File: src/rtl/pong_engine.sv
// pong_engine: two-paddle pong engine with tick-paced ball, scoring and serve/over states.
// Define PONG_SPEEDUP_EN to shorten the ball-step period on each paddle deflection.
module pong_engine #(
   parameter int TOTAL_WIDTH       = 640,
   parameter int TOTAL_HEIGHT      = 480,
   parameter int PADDLE_WIDTH      = 8,
   parameter int PADDLE_HEIGHT     = 64,
   parameter int BALL_SIZE         = 8,
   parameter int PADDLE_1_X        = 16,
   parameter int PADDLE_2_X        = 616,
   parameter int TICK_CLOCKS       = 100000,
   parameter int MIN_TICK_CLOCKS   = 25000,
   parameter int SPEEDUP_STEP      = 5000,
   parameter int WIN_SCORE         = 7,
   parameter int SERVE_DELAY_TICKS = 60,
   localparam int X_W = $clog2(TOTAL_WIDTH + 1),
   localparam int Y_W = $clog2(TOTAL_HEIGHT + 1)
) (
   input  logic           clk,
   input  logic           rst,
   input  logic           start,
   input  logic [1:0]     move_1,
   input  logic [1:0]     move_2,
   output logic [Y_W-1:0] paddle_1_pos,
   output logic [Y_W-1:0] paddle_2_pos,
   output logic [X_W-1:0] ball_x,
   output logic [Y_W-1:0] ball_y,
   output logic [3:0]     score_1,
   output logic [3:0]     score_2,
   output logic [1:0]     state,
   output logic           winner,
   output logic           point_1,
   output logic           point_2
);
   localparam logic [1:0] IDLE = 2'd0, SERVE = 2'd1, PLAY = 2'd2, OVER = 2'd3;
   localparam int PER_W = $clog2(TICK_CLOCKS + 1);
   localparam int SD_W = $clog2(SERVE_DELAY_TICKS + 1);
   localparam logic [X_W-1:0] CX = X_W'((TOTAL_WIDTH - BALL_SIZE) / 2);
   localparam logic [X_W-1:0] X_MAX = X_W'(TOTAL_WIDTH - BALL_SIZE);
   localparam logic [X_W-1:0] HIT_1 = X_W'(PADDLE_1_X + PADDLE_WIDTH);
   localparam logic [X_W-1:0] HIT_2 = X_W'(PADDLE_2_X - BALL_SIZE);
   localparam logic [Y_W-1:0] CY = Y_W'((TOTAL_HEIGHT - BALL_SIZE) / 2);
   localparam logic [Y_W-1:0] Y_MAX = Y_W'(TOTAL_HEIGHT - BALL_SIZE);
   localparam logic [Y_W-1:0] P_MAX = Y_W'(TOTAL_HEIGHT - PADDLE_HEIGHT);
   localparam logic [Y_W-1:0] P_INIT = Y_W'((TOTAL_HEIGHT - PADDLE_HEIGHT) / 2);
   localparam logic [Y_W:0] BS_E = (Y_W + 1)'(BALL_SIZE);
   localparam logic [Y_W:0] PH_E = (Y_W + 1)'(PADDLE_HEIGHT);
   localparam logic [PER_W-1:0] PER_INIT = PER_W'(TICK_CLOCKS);
   localparam logic [SD_W-1:0] SD_LAST = SD_W'(SERVE_DELAY_TICKS - 1);
   localparam logic [3:0] WIN = 4'(WIN_SCORE);

   logic [PER_W-1:0] cnt, cur_period;
   logic [SD_W-1:0] serve_cnt;
   logic dx, dy;
   logic [X_W-1:0] nx;
   logic [Y_W-1:0] ny;
   logic [3:0] s1_inc, s2_inc;
   logic run, tick, step, wall, hit_1, hit_2, pt_1, pt_2, won;
   logic [1:0] state_nxt;

   function automatic logic [Y_W-1:0] pad_step(input logic [Y_W-1:0] p, input logic [1:0] m);
      return (m == 2'b01 && p < P_MAX) ? p + 1'b1 : (m == 2'b11 && p != '0) ? p - 1'b1 : p;
   endfunction

   // dx/dy: 1 means moving right/down; pt_N means player N scores on this step
   always_comb begin
      run = state == SERVE || state == PLAY;
      tick = run && cnt == cur_period - 1'b1;
      step = state == PLAY && tick;
      nx = dx ? ball_x + 1'b1 : ball_x - 1'b1;
      ny = dy ? ball_y + 1'b1 : ball_y - 1'b1;
      wall = ny == '0 || ny == Y_MAX;
      hit_1 = !dx && nx == HIT_1 && {1'b0, ny} + BS_E > {1'b0, paddle_1_pos}
         && {1'b0, ny} < {1'b0, paddle_1_pos} + PH_E;
      hit_2 = dx && nx == HIT_2 && {1'b0, ny} + BS_E > {1'b0, paddle_2_pos}
         && {1'b0, ny} < {1'b0, paddle_2_pos} + PH_E;
      pt_1 = nx == X_MAX;
      pt_2 = nx == '0;
      s1_inc = score_1 + 1'b1;
      s2_inc = score_2 + 1'b1;
      won = (pt_1 && s1_inc == WIN) || (pt_2 && s2_inc == WIN);
      state_nxt = state == IDLE ? (start ? SERVE : IDLE)
         : state == SERVE ? ((tick && serve_cnt == SD_LAST) ? PLAY : SERVE)
         : state == PLAY ? ((step && (pt_1 || pt_2)) ? (won ? OVER : SERVE) : PLAY)
         : (start ? SERVE : OVER);
   end

   always_ff @(posedge clk or negedge rst) begin
      if (!rst) begin
         state <= IDLE;
         score_1 <= '0;
         score_2 <= '0;
         winner <= 1'b0;
         point_1 <= 1'b0;
         point_2 <= 1'b0;
         paddle_1_pos <= P_INIT;
         paddle_2_pos <= P_INIT;
         ball_x <= CX;
         ball_y <= CY;
         dx <= 1'b0;
         dy <= 1'b0;
         cnt <= '0;
         serve_cnt <= '0;
      end else begin
         paddle_1_pos <= pad_step(paddle_1_pos, move_1);
         paddle_2_pos <= pad_step(paddle_2_pos, move_2);
         state <= state_nxt;
         cnt <= (!run || tick || state_nxt != state) ? '0 : cnt + 1'b1;
         serve_cnt <= (state != SERVE) ? '0 : serve_cnt + SD_W'(tick);
         point_1 <= step && pt_1;
         point_2 <= step && pt_2;
         if (state == OVER && start) begin
            score_1 <= '0;
            score_2 <= '0;
         end
         if (step) begin
            if (wall) dy <= !dy;
            if (pt_1 || pt_2) begin
               ball_x <= CX;
               ball_y <= CY;
               dx <= pt_1;
               if (pt_1) score_1 <= s1_inc;
               else score_2 <= s2_inc;
               if (won) winner <= pt_2;
            end else begin
               ball_x <= nx;
               ball_y <= ny;
               if (hit_1) dx <= 1'b1;
               if (hit_2) dx <= 1'b0;
            end
         end
      end
   end

`ifdef PONG_SPEEDUP_EN
   localparam logic [PER_W-1:0] PER_MIN = PER_W'(MIN_TICK_CLOCKS);
   localparam logic [PER_W-1:0] PER_STEP = PER_W'(SPEEDUP_STEP);

   always_ff @(posedge clk or negedge rst) begin
      if (!rst) cur_period <= PER_INIT;
      else if (state_nxt == SERVE && state != SERVE) cur_period <= PER_INIT;
      else if (step && !pt_1 && !pt_2 && (hit_1 || hit_2))
         cur_period <= ({1'b0, cur_period} > {1'b0, PER_MIN} + {1'b0, PER_STEP}) ? cur_period - PER_STEP : PER_MIN;
   end
`else
   assign cur_period = PER_INIT;
`endif
endmodule

File: config.mk
export PLATFORM = sky130hd
export DESIGN_NAME = pong_engine
export DESIGN_NICKNAME = d
export VERILOG_FILES = /design/src/rtl/pong_engine.sv
export SDC_FILE = /design/constraint.sdc
export NUM_CORES = 1
export LEC_CHECK = 0
export BUFFER_PORTS_ARGS = -buffer_cell sky130_fd_sc_hd__buf_2
export CORE_MARGIN = 2
export CORE_UTILIZATION = 60
export CTS_CLUSTER_SIZE = 12
export DETAILED_ROUTE_END_ITERATION = 6
export GPL_ROUTABILITY_DRIVEN = 0
export PLACE_DENSITY = 0.92
export SYNTH_ARGS = -nofsm -noshare
export SYNTH_HDL_FRONTEND = slang
export SYNTH_SLANG_ARGS = --single-unit
export TNS_END_PERCENT = 100
File: constraint.sdc
create_clock -name clk -period 4.9 [get_ports clk]
set_input_delay 0.49 -clock clk [delete_from_list [all_inputs] [get_ports clk]]
set_output_delay 0.49 -clock clk [all_outputs]
set_load 0.02 [all_outputs]
==> results of run 1 <==
stage by stage:
step,utilization (%),setup WS [ps]
6_report,67.68,812.3
3_5_place_dp,65.54,1004
4_1_cts,67.68,874.2
2_1_floorplan,-,1495
5_1_grt,67.68,520.6
3_3_place_gp,65.54,1150
sequential cells by signal (all words and copies together) (netlist names):
register	flops
cnt	17
ball_x	10
ball_y	9
paddle_1_pos	9
paddle_2_pos	9
serve_cnt	6
score_1	4
score_2	4
state	2
dx	1
dy	1
point_1	1
point_2	1
winner	1
cell families (layout without fill, tap and decap cells):
logic type               count (synthesis)  in the layout  share of synthesized area (%)
AO/OA/AOI/OAI                          148            148                          16.19
XOR/XNOR                                58             58                          8.874
adder cells (fa/ha/maj)                 81             81                          17.50
buffers and inverters                   63            124                          4.111
flip-flops                              75             75                          31.80
multiplexers                             7              7                          1.280
AND/OR/NAND/NOR                        233            233                          20.24
worst reg2reg max path, cell delays in order, from the launching register on:
cell      delay [ps]
dfrtp_1          440
inv_1            220
ha_1             290
a21o_1           200
a211oi_1         300
nor2_1           120
o41ai_1          490
xnor2_1          410
nand2_1          170
nor2_1           160
xor2_1           250
ha_1             290
nand3_1           90
nor3_1            50
o21ai_0          160
a211oi_1         100
a211o_1          250
power groups by stage:
stage	logic (uW)	registers, uW	clock network, uW
6_report	1220	928	511
5_1_grt	1360	947	537
4_1_cts	1210	924	512
3_5_place_dp	1200	933	0
3_3_place_gp	1120	923	0
2_1_floorplan	827	974	0
cell type report:
type | instances | share of cell area, %
multi-input combinational | 527 | 58.05
sequential | 75 | 28.80
timing repair buffer | 60 | 4.712
inverter | 48 | 2.736
tap | 133 | 2.527
clock buffer | 10 | 2.090
clock inverter | 6 | 1.083
cell usage in the layout, fill, tap and decap left out, types with 10 or more instances in the layout:
cell type and instances:
ha_1 77, dfrtp_1 59, nand2_1 56, buf_2 56, inv_1 47, nor2_1 43, a21oi_1 38, xnor2_1 32
o21ai_0 28, xor2_1 24, nand3_1 22, nor4_1 21, nor3_1 20, dfstp_2 16, o21ai_1 12, nand4_1 12
nor2b_1 10, o21a_1 10, clkbuf_8 10
per-layer routing:
metal	vias to the layer above	track usage [%]
met2	243	47.49
met1	2563	36.66
met3	36	4.342
li1	2511	-
met4	0	11.00
met5	-	0
final timing paths:
check,end,slack (ps),depth (start not counted),start
max,dx,810,16,dy
min,serve_cnt[3],320,1,rst
max reg2reg,dx,810,16,dy
min reg2reg,ball_x[3],520,2,ball_x[3]
max in group asynchronous,paddle_1_pos[6],3560,2,rst
min in group clk,state[0],410,3,start
==> out/results.txt, run 1 <==
Layout area overhead -> 10.40%
Clock Latency Late Sink -> 380 ps
Worst hold slack -> 319.6 ps
Share of cells above drive strength 1 -> 13.64%
Dpl hpwl -> 11060 um
Largest net degree at the start of global routing -> 50
DR pass1 iterations -> 5
Post-synth net total -> 753
Syn Area/Cell -> 8.969 um^2
Area fraction of the dominant cell type after synthesis -> 24.75%
Worst slew margin -> 25.65%
Power, Total -> 2663 uW
Minimum clock period -> 4088 ps
Setup TNS -> 0 ps
Footprint of the multi-input gates -> 3822 um^2
Power Density -> 404.5 nW/um^2
Final cell count without fillers -> 859
Max-cap violations -> 0
WP buf/inv -> 1
NumNets Final -> 809
CTS Hold Buffers Added -> 0
Sinks on the clock net -> 75
Routed wire length -> 14850 um
DR WL met3 -> 947 um
Via count -> 5353
Placed cells -> 843
FMAX -> 0.2446 GHz
Async SR Flop Fraction -> 100.0%
Most frequent cell after synthesis -> ha_1
Arrival time at the worst endpoint -> 4350 ps
Kind of critical path -> register to register
Met1 WL -> 6272 um
Die width -> 103.7 um
VDD IR max -> 0.3563 mV
Power Internal -> 1533 uW
Global-route wire length before repair -> 25040 um
CTS buffer count -> 9
H-tree depth -> 3
Post-CTS Setup Repair Bufs -> 0
Final hold vios -> 0
CP startpoint kind -> register
Initial antenna violation count -> 0
Synth top cells by count -> ha_1, dfrtp_1, nand2_1
Root buffer cell -> clkbuf_8
DR top layer -> met4
# DRC -> 0
Ports -> 57
# rows -> 36
Slowest cell on crit path -> o41ai_1
Status -> finished, final reports clean
Switching Fraction -> 42.45%
Flops & latches, synth -> 75
Final worst-path cycle share -> 83.42%
Clock Power Share -> 19.2%
Critical Path End Type -> register
Unrepaired setup endpoints after global routing -> false
Setup violators final -> 0
Net Sw Power -> 1131 uW
Gr ovfl total -> 0
Post_cts resized -> 0
Sequential Area -> 1897 um^2
Pleak -> 0.003144 uW
Area after DPL -> 6376 um^2
Clock Pin Slew Worst Setup and Hold Paths -> 90 ps
Overall die area -> 10750 um^2
Initial Utilization -> 61.30%
Chip Height -> 103.7 um
Final Max Tran Viols -> 0
Worst Skew -> 12.09 ps
Worst EP required -> 5170 ps
Crit-path max cell delay -> 490 ps
CP Cell Sequence -> inv_1 > ha_1 > a21o_1 > a211oi_1 > nor2_1 > o41ai_1 > xnor2_1 > nand2_1 > nor2_1 > xor2_1 > ha_1 > nand3_1 > nor3_1 > o21ai_0 > a211oi_1 > a211o_1
Ant. Diodes -> 0
Top_reg_cell synth -> dfrtp_1
Core area -> 9729 um^2
Distinct cells, synth -> 65
Seq/Total Area, Yosys -> 31.80%
Flop pwr share -> 34.9%
Post-synth EDFFs -> 0
Cells after Synth -> 665
CTS tree -> yes
Layout Cell Area excl Fill -> 6585 um^2
Number of global-route vias before repair -> 5246
Final ANT Viol Nets -> 0
# fillers -> 738
Logic gate share of total power -> 45.9%
CP Max Fanout -> 7
Slew @ Worst Pin -> 1115 ps
Worst min path class -> input pin to asynchronous set/reset pin
Area leader, netlist -> dfrtp_1
Met2 WL post-DR -> 7262 um
Port Buffers -> 56
Family with the most delay on the worst path -> compound AO/OA/AOI/OAI gates
CTS max path bufs -> 2
Total GRT Usage -> 28.19%
Largest cells by area after synthesis -> dfrtp_1, ha_1, dfstp_2, xnor2_1, nand2_1
Vias per cell -> 6.232
Initial DRC count -> 392
Avg WL per Cell -> 17.29 um
Mapped cell area -> 5964 um^2
Yosys warning count -> 0
No activity file was read; power rests on OpenSTA's default activity.
==> inputs of run 2 (changes only) <==
--- a/config.mk
+++ b/config.mk
@@ -7,11 +7,11 @@
 export LEC_CHECK = 0
 export BUFFER_PORTS_ARGS = -buffer_cell sky130_fd_sc_hd__buf_2
 export CORE_MARGIN = 2
-export CORE_UTILIZATION = 60
+export CORE_UTILIZATION = 55
 export CTS_CLUSTER_SIZE = 12
 export DETAILED_ROUTE_END_ITERATION = 6
 export GPL_ROUTABILITY_DRIVEN = 0
-export PLACE_DENSITY = 0.92
+export PLACE_DENSITY = 0.89
 export SYNTH_ARGS = -nofsm -noshare
 export SYNTH_HDL_FRONTEND = slang
 export SYNTH_SLANG_ARGS = --single-unit
==> constraint.sdc (replaced) <==
create_clock -name clk -period 3.3 [get_ports clk]
set_input_delay 0.33 -clock clk [delete_from_list [all_inputs] [get_ports clk]]
set_output_delay 0.33 -clock clk [all_outputs]
set_load 0.02 [all_outputs]
==> run 2 against run 1 <==
The run now ends with setup timing left; count of clock-buffer cells in the layout is 1 higher; wire length is 29% higher; die area is 8.7% higher; register-to-register slack worse by 1100 ps; power is 61% higher; sequential power is 47% higher; sequential share of layout area is 3.8 points lower; utilization is 3.3 points higher; hold slack worse by 42 ps; via count is 14% higher; clock skew is 3.5 ps lower; non-clock buffer count is 53 higher; critical path type unchanged.
==> out/results.txt, run 2 (same netlist as run 1, synthesis figures left out) <==
Max-cap violations -> 0 (unchanged)
Initial Utilization -> 55.75% (was 61.30%)
H-tree depth -> 3 (unchanged)
Overall die area -> 11690 um^2 (was 10750 um^2)
DR pass1 iterations -> 6 (was 5)
Slowest cell on crit path -> dfrtp_1 (was o41ai_1)
Commonest cells after routing, fill and taps aside -> ha_1, dfrtp_1, buf_2 (was ha_1, dfrtp_1, nand2_1, buf_2, inv_1)
Pleak -> 0.003564 uW (was 0.003144 uW)
Critical Path End Type -> register (unchanged)
Met1 usage -> 35.07% (was 36.66%)
Setup violators final -> 37 (was 0)
Final worst-path cycle share -> 109.0% (was 83.42%)
Root buffer cell -> clkbuf_8 (unchanged)
Min-Delay Endpoint -> state[0]
Share of cells above drive strength 1 -> 27.09% (was 13.64%)
CTS max path bufs -> 2 (unchanged)
Hold path depth -> 3
Routed wire length -> 19150 um (was 14850 um)
Met3 Use GR -> 6.751% (was 4.342%)
Crit-path max cell delay -> 450 ps (was 490 ps)
Initial DRC count -> 874 (was 392)
Failing checks -> setup timing
Gr ovfl total -> 0 (unchanged)
Largest net degree at the start of global routing -> 65 (was 50)
Power, Total -> 4297 uW (was 2663 uW)
Clock Latency Late Sink -> 380 ps (about the same)
Kind of critical path -> register to register (unchanged)
Logic gate share of total power -> 47.8% (was 45.9%)
FMAX -> 0.2780 GHz (was 0.2446 GHz)
Final Max Tran Viols -> 0 (unchanged)
Core area -> 10700 um^2 (was 9729 um^2)
Flop pwr share -> 31.7% (was 34.9%)
Total GRT Usage -> 29.69% (was 28.19%)
Grt met2 use -> 51.39% (was 47.49%)
Min-delay src -> start
# DRC -> 0 (unchanged)
Worst slew margin -> 44.66% (was 25.65%)
Worst Skew -> 8.639 ps (was 12.09 ps)
# rows -> 38 (was 36)
Chip Height -> 108.1 um (was 103.7 um)
R2R Setup Slk -> -300 ps (was 810 ps)
Worst setup margin -> -296.8 ps (was 812.3 ps)
Avg WL per Cell -> 20.83 um (was 17.29 um)
Switching Fraction -> 42.05% (was 42.45%)
VDD IR max -> 0.5588 mV (was 0.3563 mV)
Minimum clock period -> 3597 ps (was 4088 ps)
Port Buffers -> 56 (unchanged)
R2r startpoint -> dx (was dy)
Ports -> 57 (unchanged)
Worst hold slack -> 277.7 ps (was 319.6 ps)
Regs by FF count -> cnt (17), ball_x (10) (unchanged)
CP Cell Sequence -> inv_4 > buf_4 > ha_1 > a21oi_1 > o21ai_0 > a31oi_1 > xnor3_1 > mux2i_2 > nor4_4 > xnor2_4 > clkbuf_16 > nor3_1 (was inv_1 > ha_1 > a21o_1 > a211oi_1 > nor2_1 > o41ai_1 > xnor2_1 > nand2_1 > nor2_1 > xor2_1 > ha_1 > nand3_1 > nor3_1 > o21ai_0 > a211oi_1 > a211o_1)
CTS tree -> yes (unchanged)
Unrepaired setup endpoints after global routing -> true (was false)
Worst EP required -> 3560 ps (was 5170 ps)
Via count -> 6098 (was 5353)
Net Sw Power -> 1807 uW (was 1131 uW)
Ant. Diodes -> 0 (unchanged)
Global-route wire length before repair -> 27430 um (was 25040 um)
CTS buffer count -> 9 (unchanged)
Clock Power Share -> 20.6% (was 19.2%)
Sinks on the clock net -> 75 (unchanged)
Top reg by flops -> cnt (unchanged)
Number of global-route vias before repair -> 5788 (was 5246)
CP startpoint kind -> register (unchanged)
Status -> finished with violations (was finished, final reports clean)
Power Internal -> 2490 uW (was 1533 uW)
Worst min path class -> input pin to register (was input pin to asynchronous set/reset pin)
Reg2reg end -> cnt[6] (was dx)
Final hold vios -> 0 (unchanged)
Commonest non-fill, non-tap cell in the layout -> ha_1 (unchanged)
Initial antenna violation count -> 0 (unchanged)
Arrival time at the worst endpoint -> 3850 ps (was 4350 ps)
Final ANT Viol Nets -> 0 (unchanged)
GR peak layer -> met2 (unchanged)
Die width -> 108.1 um (was 103.7 um)
Slew @ Worst Pin -> 830.0 ps (was 1115 ps)
Layout area overhead -> 27.27% (was 10.40%)
Reg2reg path depth -> 12 (was 16)
Power Density -> 566.0 nW/um^2 (was 404.5 nW/um^2)
Vias per cell -> 6.635 (was 6.232)
CP Max Fanout -> 8 (was 7)
Dpl hpwl -> 11590 um (was 11060 um)
NumNets Final -> 862 (was 809)
Clock Pin Slew Worst Setup and Hold Paths -> 80 ps (was 90 ps)
Max reg flops -> 17 (unchanged)
[run 2: cell count changes in the layout (fill, tap and decap cells not counted), moves of 4 or more]
cell	before	now
o21ai_0	28	22
ha_4	0	6
nor2_1	43	38
ha_1	77	71
buf_6	0	7
xnor2_1	32	27
nor4_4	0	10
o21ai_2	0	4
nor4_1	21	10
buf_4	4	46
[run 2: how the worst max path moves through the flow]
stage,startpoint,to,cells after the start
3_3_place_gp,ball_y[1],dx,15
3_5_place_dp,ball_y[1],dx,15
2_1_floorplan,dy,dx,15
5_1_grt,dx,cnt[6],13
4_1_cts,ball_y[1],dx,15
6_report,dx,cnt[6],12
[run 2: final cells by class]
type,count,area [um^2]
flip-flops and latches,75,1897
inverters,48,182.7
clock inverters,5,100.1
fillers,659,3107
multi-input cells,527,4310
clock buffers,11,141.4
well taps,140,175.2
repair buffers,113,784.5
[run 2: worst max-delay path, delay by kind of cell, from the launching register on]
kind                       cells  cell delay [ps]
muxes                          1              230
buffers and inverters          3              460
AOI/OAI and AO/OA              3              730
and+or+nand+nor                2              640
DFF                            1              450
adders and majority gates      1              350
xor gates and xnor gates       2              590
[run 2: power groups by stage]
stage | sequential (uW) | clock, uW | combinational [uW]
floorplan | 1450 | 0 | 1230
global placement | 1340 | 0 | 1690
detailed placement | 1360 | 0 | 1840
CTS | 1340 | 876 | 1920
global route | 1390 | 921 | 2260
finish | 1360 | 884 | 2050
[run 2: what timing repair did]
item                                    CTS  global route
endpoints found under the setup margin   18            37
pin swaps                                12            38
cloned                                    0             3
endpoints found under the hold margin    11             0
hold buffers                              1             0
buffers inserted                          3            12
resized for setup                        35            58
[run 2: per-stage QoR]
| stage | area (um^2) | setup TNS (ps) | util, % | worst slack, ps | instances |
|---|---|---|---|---|---|
| after floorplan | 5979 | 0 | - | 0.1397 | 665 |
| after global placement | 6655 | -45.95 | 62.21 | -45.95 | 884 |
| after detailed placement | 6655 | -1450 | 62.21 | -220.1 | 884 |
| after CTS | 7117 | 0 | 66.53 | 3.023 | 904 |
| after global routing | 7591 | -7984 | 70.96 | -431.3 | 919 |
| final | 7591 | -4759 | 70.96 | -296.8 | 919 |
[run 2: layer usage]
| metal | share of wire (%) | routed length (um) |
|---|---|---|
| met3 | 8.7 | 1674 |
| met2 | 48 | 9254 |
| met4 | 5.5 | 1058 |
| met1 | 37 | 7157 |
| met5 | 0 | 0 |
==> inputs of run 3 (changes only) <==
--- a/config.mk
+++ b/config.mk
@@ -5,6 +5,7 @@
 export SDC_FILE = /design/constraint.sdc
 export NUM_CORES = 1
 export LEC_CHECK = 0
+export ABC_AREA = 1
 export BUFFER_PORTS_ARGS = -buffer_cell sky130_fd_sc_hd__buf_2
 export CORE_MARGIN = 2
 export CORE_UTILIZATION = 55
==> run 3 against run 2 <==
The run still ends with setup timing left; critical path depth increased by 9; global-route usage decreased by 4.7 points; power decreased by 15%; clock skew increased by 5.8 ps; via count decreased by 7.1%; area after synthesis increased by 2.5%; utilization decreased by 5.6 points; flip-flop and latch count unchanged; first-iteration DRC count decreased by 48%; clock power decreased by 24%; critical endpoint is now dx; highest routed layer unchanged.
==> out/results.txt, run 3 <==
Slew @ Worst Pin -> 969.7 ps (was 830.0 ps)
# rows -> 38 (unchanged)
Flop pwr share -> 33.6% (was 31.7%)
Initial antenna violation count -> 0 (unchanged)
Gr ovfl total -> 0 (unchanged)
R2r startpoint -> dy (was dx)
Sinks on the clock net -> 75 (unchanged)
Clock Pin Slew Worst Setup and Hold Paths -> 90 ps (was 80 ps)
Root buffer cell -> clkbuf_8 (unchanged)
Top reg by flops -> cnt (unchanged)
Status -> finished with violations (unchanged)
Reg2reg path depth -> 21 (was 12)
Power Density -> 515.8 nW/um^2 (was 566.0 nW/um^2)
CP startpoint kind -> register (unchanged)
Family with the most delay on the worst path -> simple AND/OR/NAND/NOR gates (was compound AO/OA/AOI/OAI gates)
Global-route wire length before repair -> 23560 um (was 27430 um)
Reg2reg end -> dx (was cnt[6])
Largest cells by area after synthesis -> dfrtp_1, ha_1, nand2_1, inv_1, dfstp_2 (was dfrtp_1, ha_1, dfstp_2, xnor2_1, nand2_1)
Syn Area/Cell -> 7.653 um^2 (was 8.969 um^2)
Slowest cell on crit path -> dfrtp_1 (unchanged)
Net Sw Power -> 1613 uW (was 1807 uW)
Ant. Diodes -> 0 (unchanged)
Number of global-route vias before repair -> 5223 (was 5788)
WP buf/inv -> 2 (was 3)
VDD IR max -> 0.4916 mV (was 0.5588 mV)
CP Cell Sequence -> inv_2 > ha_1 > nand3_1 > nand2_2 > nand2_2 > nor2_1 > nand3_1 > nand3_1 > xor2_2 > xnor2_1 > inv_1 > ha_1 > nand2_1 > o21bai_1 > a21boi_1 > o32ai_2 > nand2_1 > nand4_1 > nand2_1 > nand2_1 > nand2_1 (was inv_4 > buf_4 > ha_1 > a21oi_1 > o21ai_0 > a31oi_1 > xnor3_1 > mux2i_2 > nor4_4 > xnor2_4 > clkbuf_16 > nor3_1)
CTS tree -> yes (unchanged)
Synth top cells by count -> nand2_1, inv_1, ha_1 (was ha_1, dfrtp_1, nand2_1)
Clock Power Share -> 18.4% (was 20.6%)
Power Internal -> 2040 uW (was 2490 uW)
Commonest non-fill, non-tap cell in the layout -> nand2_1 (was ha_1)
Most frequent cell after synthesis -> nand2_1 (was ha_1)
Worst hold slack -> 91.49 ps (was 277.7 ps)
Initial Utilization -> 56.41% (was 55.75%)
Failing checks -> setup timing (unchanged)
Dpl hpwl -> 10430 um (was 11590 um)
Share of cells above drive strength 1 -> 21.48% (was 27.09%)
CTS Hold Buffers Added -> 0 (was 1)
# fillers -> 828 (was 659)
FMAX -> 0.2919 GHz (was 0.2780 GHz)
Cells after Synth -> 799 (was 665)
Commonest cells after routing, fill and taps aside -> nand2_1, inv_1, ha_1 (was ha_1, dfrtp_1, buf_2)
Via count -> 5667 (was 6098)
Mapped cell area -> 6115 um^2 (was 5964 um^2)
Footprint of the multi-input gates -> 3819 um^2 (was 4310 um^2)
Vias per cell -> 5.507 (was 6.635)
Port Buffers -> 56 (unchanged)
Seq/Total Area, Yosys -> 31.02% (was 31.80%)
Arrival time at the worst endpoint -> 3750 ps (was 3850 ps)
CTS buffer count -> 9 (unchanged)
Distinct cells, synth -> 44 (was 65)
Max reg flops -> 17 (unchanged)
# DRC -> 0 (unchanged)
Core area -> 10840 um^2 (was 10700 um^2)
Die width -> 109.4 um (was 108.1 um)
Worst slew margin -> 35.35% (was 44.66%)
Kind of critical path -> register to register (unchanged)
Clock Latency Late Sink -> 380 ps (about the same)
Max-cap violations -> 0 (unchanged)
Most frequent CP cell -> nand2_1
Worst EP required -> 3620 ps (was 3560 ps)
Minimum clock period -> 3426 ps (was 3597 ps)
Flops & latches, synth -> 75 (unchanged)
CP Max Fanout -> 4 (was 8)
Regs by FF count -> cnt (17), ball_x (10) (unchanged)
Switching Fraction -> 44.15% (was 42.05%)
Unrepaired setup endpoints after global routing -> true (unchanged)
Layout area overhead -> 15.84% (was 27.27%)
Setup violators final -> 1 (was 37)
NumNets Final -> 972 (was 862)
Worst min path class -> input pin to asynchronous set/reset pin (was input pin to register)
Chip Height -> 109.4 um (was 108.1 um)
H-tree depth -> 3 (unchanged)
Final hold vios -> 0 (unchanged)
Worst Skew -> 14.41 ps (was 8.639 ps)
Final ANT Viol Nets -> 0 (unchanged)
Async SR Flop Fraction -> 100.0% (unchanged)
Worst setup margin -> -126.4 ps (was -296.8 ps)
DR pass1 iterations -> 5 (was 6)
Area leader, netlist -> dfrtp_1 (unchanged)
Routed wire length -> 15230 um (was 19150 um)
Setup TNS -> -126.4 ps (was -4759 ps)
Crit-path max cell delay -> 420 ps (was 450 ps)
Yosys warning count -> 0 (unchanged)
Largest net degree at the start of global routing -> 76 (was 65)
Final worst-path cycle share -> 103.8% (was 109.0%)
Critical Path End Type -> register (unchanged)
Total GRT Usage -> 25.00% (was 29.69%)
R2R Setup Slk -> -130 ps (was -300 ps)
Place WS -> 60.60 ps (was -220.1 ps)
Top_reg_cell synth -> dfrtp_1 (unchanged)
Post-synth EDFFs -> 0 (unchanged)
Initial DRC count -> 452 (was 874)
Area fraction of the dominant cell type after synthesis -> 24.15% (was 24.75%)
Post-synth net total -> 887 (was 753)
Overall die area -> 11980 um^2 (was 11690 um^2)
Final Max Tran Viols -> 0 (unchanged)
CTS max path bufs -> 2 (unchanged)
Ports -> 57 (unchanged)
Logic gate share of total power -> 48.0% (was 47.8%)
Avg WL per Cell -> 14.80 um (was 20.83 um)
Sequential Area -> 1898 um^2 (was 1897 um^2)
Pleak -> 0.003820 uW (was 0.003564 uW)
[run 3: how the worst max path moves through the flow]
stage | end | from | slack (ps) | cells past startpoint
global route | dx | dy | -290 | 23
global placement | dx | ball_y[0] | 160 | 22
CTS | dx | dy | 20 | 24
finish | dx | dy | -130 | 21
floorplan | dx | ball_y[0] | 50 | 22
detailed placement | dx | dy | 60 | 24
[run 3: area by class of cell]
cell class,count,area share [%]
Timing Repair Buffer,80,6.942
Multi-Input combinational cell,577,53.91
Sequential cell,75,26.80
Clock inverter,5,0.5476
Inverter,141,7.472
Tap cell,140,2.473
Clock buffer,11,1.855
[run 3: through the flow]
stage                     instances  area (um^2)  power [uW]  utilization, %
after global routing           1029         7083        3946           65.34
after global placement         1004         6659        2840           61.43
after CTS                      1020         6829        3571           63.00
after detailed placement       1004         6659        2901           61.43
after floorplan                 799         6116        2484               -
final                          1029         7083        3653           65.34
[run 3: cell families (layout without fill, tap and decap cells)]
kind of cell | count (synthesis) | in the layout | synth area share, %
adder cells (fa/ha/maj) | 81 | 81 | 17.07
AO/OA/AOI/OAI | 113 | 113 | 10.35
XOR/XNOR | 37 | 37 | 5.300
buffers and inverters | 147 | 237 | 9.310
AND/OR/NAND/NOR | 346 | 346 | 26.95
flip-flops | 75 | 75 | 31.02
[run 3: power by group through the flow]
stage	Clock [uW]	Sequential, uW	Combinational, uW
floorplan	0	1340	1140
global placement	0	1240	1600
detailed placement	0	1240	1660
CTS	674	1220	1670
global route	715	1250	1980
finish	672	1230	1750
[run 3: metal layers]
layer	vias up	global-route usage, %	part of all wire (%)
li1	2778	-	-
met3	59	3.557	6.3
met1	2605	33.45	43
met2	225	40.52	47
met4	0	10.67	3.5
met5	-	0	0
[run 3: timing repair]
item / in CTS / in global routing
gates resized for setup: 0 / 41
endpoints found under the setup margin: 0 / 12
buffers inserted: 0 / 9
